--- src/rtl/alu_share_arbiter.sv ---
// Round-robin front end sharing one single-cycle ALU between two requesters.
// Ports:
//   clk, reset_n                         clock, async active-low reset
//   reqN_valid/ready/op/a/b              command handshake (ready is combinational)
//   rspN_valid/result/err                one-cycle response pulse plus held payload
//   alu_start/op/A/B                     ALU command, start held for the whole RUN
//   alu_done/result                      ALU completion pulse and registered result
module alu_share_arbiter #(
  parameter int unsigned TIMEOUT_CYCLES = 15
) (
  input  logic        clk,
  input  logic        reset_n,
  input  logic        req0_valid,
  output logic        req0_ready,
  input  logic [2:0]  req0_op,
  input  logic [7:0]  req0_a,
  input  logic [7:0]  req0_b,
  output logic        rsp0_valid,
  output logic [15:0] rsp0_result,
  output logic        rsp0_err,
  input  logic        req1_valid,
  output logic        req1_ready,
  input  logic [2:0]  req1_op,
  input  logic [7:0]  req1_a,
  input  logic [7:0]  req1_b,
  output logic        rsp1_valid,
  output logic [15:0] rsp1_result,
  output logic        rsp1_err,
  output logic        alu_start,
  output logic [2:0]  alu_op,
  output logic [7:0]  alu_A,
  output logic [7:0]  alu_B,
  input  logic        alu_done,
  input  logic [15:0] alu_result
);

  localparam int unsigned CNT_W = 8;
  localparam int unsigned OP_W  = 3;
  localparam int unsigned D_W   = 8;
  localparam int unsigned R_W   = 16;

  typedef enum logic {IDLE, RUN} state_t;

  state_t           state_q, state_d;
  logic [CNT_W-1:0] cnt_q, cnt_d;
  logic             last_grant_q, last_grant_d;
  logic             owner_q, owner_d;
  // Requester whose illegal-op response pulse is in flight; it may not win that cycle.
  logic [1:0]       blk_q, blk_d;

  logic             alu_start_d;
  logic [OP_W-1:0]  alu_op_d;
  logic [D_W-1:0]   alu_a_d, alu_b_d;
  logic             rsp0_valid_d, rsp1_valid_d;
  logic             rsp0_err_d, rsp1_err_d;
  logic [R_W-1:0]   rsp0_result_d, rsp1_result_d;

  logic             elig0_c, elig1_c, grant0_c, grant1_c;
  logic             accept_c, sel_c, legal_c;
  logic [OP_W-1:0]  cmd_op_c;
  logic [D_W-1:0]   cmd_a_c, cmd_b_c;

  // Round-robin grant: on contention the requester that did not win last goes next.
  always_comb begin
    elig0_c  = req0_valid && !blk_q[0];
    elig1_c  = req1_valid && !blk_q[1];
    grant0_c = elig0_c && (!elig1_c || last_grant_q);
    grant1_c = elig1_c && (!elig0_c || !last_grant_q);
  end

  assign req0_ready = (state_q == IDLE) && grant0_c;
  assign req1_ready = (state_q == IDLE) && grant1_c;

  // Command mux toward the ALU and opcode legality (add, and, xor only).
  always_comb begin
    accept_c = req0_ready || req1_ready;
    sel_c    = req1_ready;
    cmd_op_c = sel_c ? req1_op : req0_op;
    cmd_a_c  = sel_c ? req1_a  : req0_a;
    cmd_b_c  = sel_c ? req1_b  : req0_b;
    legal_c  = (cmd_op_c == 3'd1) || (cmd_op_c == 3'd2) || (cmd_op_c == 3'd3);
  end

  // Next-state and registered-output logic.
  always_comb begin
    state_d       = state_q;
    cnt_d         = cnt_q;
    last_grant_d  = last_grant_q;
    owner_d       = owner_q;
    blk_d         = 2'b00;
    alu_start_d   = alu_start;
    alu_op_d      = alu_op;
    alu_a_d       = alu_A;
    alu_b_d       = alu_B;
    rsp0_valid_d  = 1'b0;
    rsp1_valid_d  = 1'b0;
    rsp0_err_d    = rsp0_err;
    rsp1_err_d    = rsp1_err;
    rsp0_result_d = rsp0_result;
    rsp1_result_d = rsp1_result;

    case (state_q)
      IDLE: begin
        if (accept_c) begin
          last_grant_d = sel_c;
          if (legal_c) begin
            alu_op_d    = cmd_op_c;
            alu_a_d     = cmd_a_c;
            alu_b_d     = cmd_b_c;
            alu_start_d = 1'b1;
            cnt_d       = '0;
            owner_d     = sel_c;
            state_d     = RUN;
          end else if (sel_c) begin
            rsp1_valid_d  = 1'b1;
            rsp1_err_d    = 1'b1;
            rsp1_result_d = '0;
            blk_d[1]      = 1'b1;
          end else begin
            rsp0_valid_d  = 1'b1;
            rsp0_err_d    = 1'b1;
            rsp0_result_d = '0;
            blk_d[0]      = 1'b1;
          end
        end
      end

      RUN: begin
        if (alu_done) begin
          alu_start_d = 1'b0;
          state_d     = IDLE;
          if (owner_q) begin
            rsp1_valid_d  = 1'b1;
            rsp1_err_d    = 1'b0;
            rsp1_result_d = alu_result;
          end else begin
            rsp0_valid_d  = 1'b1;
            rsp0_err_d    = 1'b0;
            rsp0_result_d = alu_result;
          end
        end else if (cnt_q == CNT_W'(TIMEOUT_CYCLES - 1)) begin
          alu_start_d = 1'b0;
          state_d     = IDLE;
          if (owner_q) begin
            rsp1_valid_d  = 1'b1;
            rsp1_err_d    = 1'b1;
            rsp1_result_d = '0;
          end else begin
            rsp0_valid_d  = 1'b1;
            rsp0_err_d    = 1'b1;
            rsp0_result_d = '0;
          end
        end else begin
          cnt_d = cnt_q + CNT_W'(1);
        end
      end

      default: state_d = IDLE;
    endcase
  end

  // State register.
  always_ff @(posedge clk or negedge reset_n) begin
    if (!reset_n) state_q <= IDLE;
    else          state_q <= state_d;
  end

  // Datapath and output registers; reset drops any in-flight op silently.
  always_ff @(posedge clk or negedge reset_n) begin
    if (!reset_n) begin
      cnt_q        <= '0;
      last_grant_q <= 1'b1;
      owner_q      <= 1'b0;
      blk_q        <= 2'b00;
      alu_start    <= 1'b0;
      alu_op       <= '0;
      alu_A        <= '0;
      alu_B        <= '0;
      rsp0_valid   <= 1'b0;
      rsp1_valid   <= 1'b0;
      rsp0_err     <= 1'b0;
      rsp1_err     <= 1'b0;
      rsp0_result  <= '0;
      rsp1_result  <= '0;
    end else begin
      cnt_q        <= cnt_d;
      last_grant_q <= last_grant_d;
      owner_q      <= owner_d;
      blk_q        <= blk_d;
      alu_start    <= alu_start_d;
      alu_op       <= alu_op_d;
      alu_A        <= alu_a_d;
      alu_B        <= alu_b_d;
      rsp0_valid   <= rsp0_valid_d;
      rsp1_valid   <= rsp1_valid_d;
      rsp0_err     <= rsp0_err_d;
      rsp1_err     <= rsp1_err_d;
      rsp0_result  <= rsp0_result_d;
      rsp1_result  <= rsp1_result_d;
    end
  end

endmodule

--- config.mk ---
export PLATFORM = sky130hd
export DESIGN_NAME = alu_share_arbiter
export DESIGN_NICKNAME = d
export VERILOG_FILES = /design/src/rtl/alu_share_arbiter.sv
export SDC_FILE = /design/constraint.sdc
export NUM_CORES = 1
export LEC_CHECK = 0
export ABC_AREA = 1
export CAP_MARGIN = 25
export CELL_PAD_IN_SITES_DETAIL_PLACEMENT = 1
export CELL_PAD_IN_SITES_GLOBAL_PLACEMENT = 1
export CORE_MARGIN = 2
export CORE_UTILIZATION = 32
export CTS_CLUSTER_DIAMETER = 200
export DETAILED_ROUTE_END_ITERATION = 16
export GPL_TIMING_DRIVEN = 1
export PLACE_DENSITY_LB_ADDON = 0.25
export SYNTH_ARGS = -nofsm -noshare
export SYNTH_HDL_FRONTEND = slang
export SYNTH_SLANG_ARGS = --single-unit
export TNS_END_PERCENT = 30
--- constraint.sdc ---
create_clock -name clk -period 2.2 [get_ports clk]
set_input_delay 0.66 -clock clk [delete_from_list [all_inputs] [get_ports clk]]
set_output_delay 0.66 -clock clk [all_outputs]
set_load 0.01 [all_outputs]
==> impl_summary.txt <==
----------------------------------------------------
[Route]
  Initial DRT Pass Iterations ... 4
  Via count normalized by instance count ... 4.59
  Number of nets still failing antenna checks after routing ... 0
  Total DRC errors in the routed layout ... 0
  Drt wl/cell ... 14.7 µm
  Via total after detailed routing ... 3185
  DRC violation total after the first TritonRoute iteration ... 102
  Total wirelength of the detailed-routed design ... 10200 µm

[Timing]
  Min Clock Period, post-route ... 2110 ps
  Worst slack on hold paths ... 233 ps
  Final hold violations ... 0
  Highest attainable clock frequency ... 473 MHz
  Setup clock skew after layout ... 14.3 ps
  # setup viols final ... 0
  Part of the cycle the worst path needs ... 96.1%
  Number of max-slew violations in the final report ... 0
  Slew at the pin closest to its max-slew limit ... 425 ps
  Unrepaired setup endpoints after global routing ... no
  Rel. slew slack ... 71.7%

[Synthesis]
  Seq cells post-synth ... 69
  Number of enable flip-flop cells after synthesis ... 0
  Sequential element share of the synthesized area ... 51.1%
  Top-area cell type share of the netlist area ... 50.4%
  Synth Cell Area ... 3380 µm²
  Warnings from Yosys ... 0
  Most numerous cell in the Yosys netlist ... sky130_fd_sc_hd__nand2_1
  Ys flop type ... sky130_fd_sc_hd__dfrtp_1
  Fraction of registers with async set/reset ... 100%
  Commonest cells post-synth ... 183 x sky130_fd_sc_hd__nand2_1, 68 x sky130_fd_sc_hd__dfrtp_1, 49 x sky130_fd_sc_hd__nand3_1
  Library cell with the largest summed area after synthesis ... sky130_fd_sc_hd__dfrtp_1
  Post-Syn Area per Cell ... 8.10 µm²
  Area contributors post-synth ... sky130_fd_sc_hd__dfrtp_1 50%, sky130_fd_sc_hd__nand2_1 20%, sky130_fd_sc_hd__nand3_1 7.3%, sky130_fd_sc_hd__inv_1 4.6%, sky130_fd_sc_hd__nand2_2 2.0%
  Number of unique standard cell types used by synthesis ... 30
  Number of instances in the synthesized netlist ... 417
  Synth Net Count ... 478

[GRT]
  Number of antenna violations at the first check in global routing ... 0
  Total congestion overflow ... 0
  Global-route wire length before repair ... 16900 µm
  Vias in the first global route ... 3370
  Maximum number of pins on one net before global-route repair ... 42
  Tot GR Track Use ... 19.0%

[Clock network]
  Max clock buf depth ... 2
  Number of clock sinks ... 69
  Clk Latency, worst-skew pair ... 360 ps
  Number of buffers inserted for hold repair after clock tree synthesis ... 0
  Clk pin slew, worst setup/hold paths ... 80 ps
  TritonCTS Buffers ... 9
  Number of H-tree levels ... 3
  Clock tree from TritonCTS ... built
  Root buffer cell ... sky130_fd_sc_hd__clkbuf_8

[Critical path]
  Kind of start point of the critical path ... primary input
  Cell depth of the worst flop-to-flop path ... 11
  Worst flop-to-flop path startpoint ... last_grant_q$_DFFE_PN1P_
  R2r setup slk ... 230 ps
  Critical path capture point ... req0_ready
  Destination of the worst register-to-register timing path ... rsp0_result[13]$_DFFE_PN0P_
  Worst Setup End Kind ... output port
  Required time at the worst-slack endpoint ... 1540 ps
  Kind of critical path ... primary input to output port
  Largest fanout on the critical path ... 2
  CP Data Arrival Time ... 1450 ps
  CP Launch Point ... req1_valid

[Final layout]
  Layout-stage area growth over the synthesis result ... 50.0%
  Fraction of final layout cells with drive strength greater than 1 ... 12.9%
  Net count reported at finish ... 614
  Post-layout instance area ... 5070 µm²
  Post-Layout Cell Count ... 694
  Number of inserted diodes ... 0

[Pwr]
  Maximum vdd ir drop ... 0.572 mV
  Leakage power summed over all cells ... 2.64 nW
  Pwr Density ... 1230 nW/µm²

[Floorplan]
  Number of placed I/O pins ... 117
  Count of standard-cell rows ... 37
  Die Span X ... 107 µm
  Total Die Area ... 11400 µm²
  Die Span Y ... 107 µm
  Std-Cell Core Area ... 10300 µm²
  Initial Utilization ... 32.9%

[Placed design]
  HPWL Detailed ... 7230 µm
  Routability cong. ... 0.770
  Placed Area ... 4790 µm²
  Placed cells ... 676
  Number of port buffers ... 116

[Worst hold path]
  HP Class ... primary input to asynchronous set/reset pin

[Status]
  Result of the run ... completed

[Run]
  MaxCap Viol Count ... 0

----------------------------------------------------
==> registers in the layout (all words and copies together), names as in the netlist, 2 cells and up <==
signal and cells:
rsp0_result 16, rsp1_result 16, alu_A 8, alu_B 8, cnt_q 8, alu_op 3, blk_q 2
==> worst min path at each step <==
| stage | start | end | slack, ps | cells past startpoint |
|---|---|---|---|---|
| final | reset_n | alu_B[0]$_DFFE_PN0P_ | 230 | 1 |
| after global routing | reset_n | rsp0_result[4]$_DFFE_PN0P_ | 250 | 1 |
| after CTS | reset_n | alu_B[0]$_DFFE_PN0P_ | 240 | 1 |
| after detailed placement | alu_op[2]$_DFFE_PN0P_ | alu_op[2]$_DFFE_PN0P_ | 470 | 2 |
| after global placement | alu_op[2]$_DFFE_PN0P_ | alu_op[2]$_DFFE_PN0P_ | 460 | 2 |
| after floorplan | reset_n | alu_A[0]$_DFFE_PN0P_ | 360 | 0 |
==> metrics by stage <==
stage | util [%] | power [mW] | setup TNS (ps) | setup WS (ps)
after global routing | 49.3 | 6.67 | 0 | 40.5
after floorplan | - | 3.42 | 0 | 191
after global placement | 46.6 | 4.82 | -22810 | -580
final | 49.3 | 6.22 | 0 | 85.4
after detailed placement | 46.6 | 4.90 | -25000 | -584
after CTS | 49.3 | 6.31 | 0 | 82.4
==> metal layers <==
metal | share of wire (%) | global-route usage [%] | up-vias
met1 | 43 | 23.7 | 1550
met5 | 0 | 0 | -
met3 | 5.1 | 4.32 | 11
met4 | 1.2 | 5.57 | 0
met2 | 50 | 32.8 | 78
li1 | - | - | 1546
==> final cells by class <==
class	instances	area [µm²]
well taps	136	170
clock buffers	11	151
inverters	44	179
repair buffers	139	1400
flip-flops and latches	69	1730
fillers	1232	5210
multi-input cells	290	1340
clock inverters	5	106
==> timing repair <==
item,4_1_cts,5_1_grt
endpoints found under the hold margin,0,0
endpoints found under the setup margin,39,0
resized for setup,17,0
buffers inserted,2,0
==> cells by family (layout without fill, tap and decap cells) <==
group / count (synthesis) / in the layout / share of synthesized area [%]
flops: 69 / 69 / 51.1
buf+inv: 58 / 199 / 9.44
fa+ha+maj: 2 / 2 / 0.741
simple gates: 276 / 276 / 36.6
xor+xnor: 2 / 2 / 0.519
compound gates: 10 / 10 / 1.59
==> critical path, cell delays in order <==
cell,delay [ps]
sky130_fd_sc_hd__dlygate4sd2_1,200
sky130_fd_sc_hd__inv_2,50
sky130_fd_sc_hd__nor2_4,140
sky130_fd_sc_hd__buf_6,110
sky130_fd_sc_hd__nand2_1,50
sky130_fd_sc_hd__nand2_2,80
sky130_fd_sc_hd__inv_2,40
sky130_fd_sc_hd__buf_6,110
==> power by group <==
| part | leakage [nW] | switching [mW] | internal [mW] | total, mW |
|---|---|---|---|---|
| combinational | 1.60 | 1.42 | 1.41 | 2.83 |
| sequential | 0.912 | 0.309 | 1.75 | 2.06 |
| clock | 0.126 | 0.518 | 0.817 | 1.34 |
==> cells in the final DEF, fill, tap and decap left out, drive strengths merged <==
cell type        n
nor3b            1
clkbuf          11
clkdlybuf4s50  111
nor3             2
nand3           52
dfstp            1
ha               2
inv             43
clkinvlp         1
nand4            3
a21oi            1
xor2             1
nand2          198
bufinv           4
xnor2            1
o21ai            9
buf             26
clkinv           1
dlygate4sd2      2
nor2            20
dfrtp           68
Power figures use the tool's default switching activity.
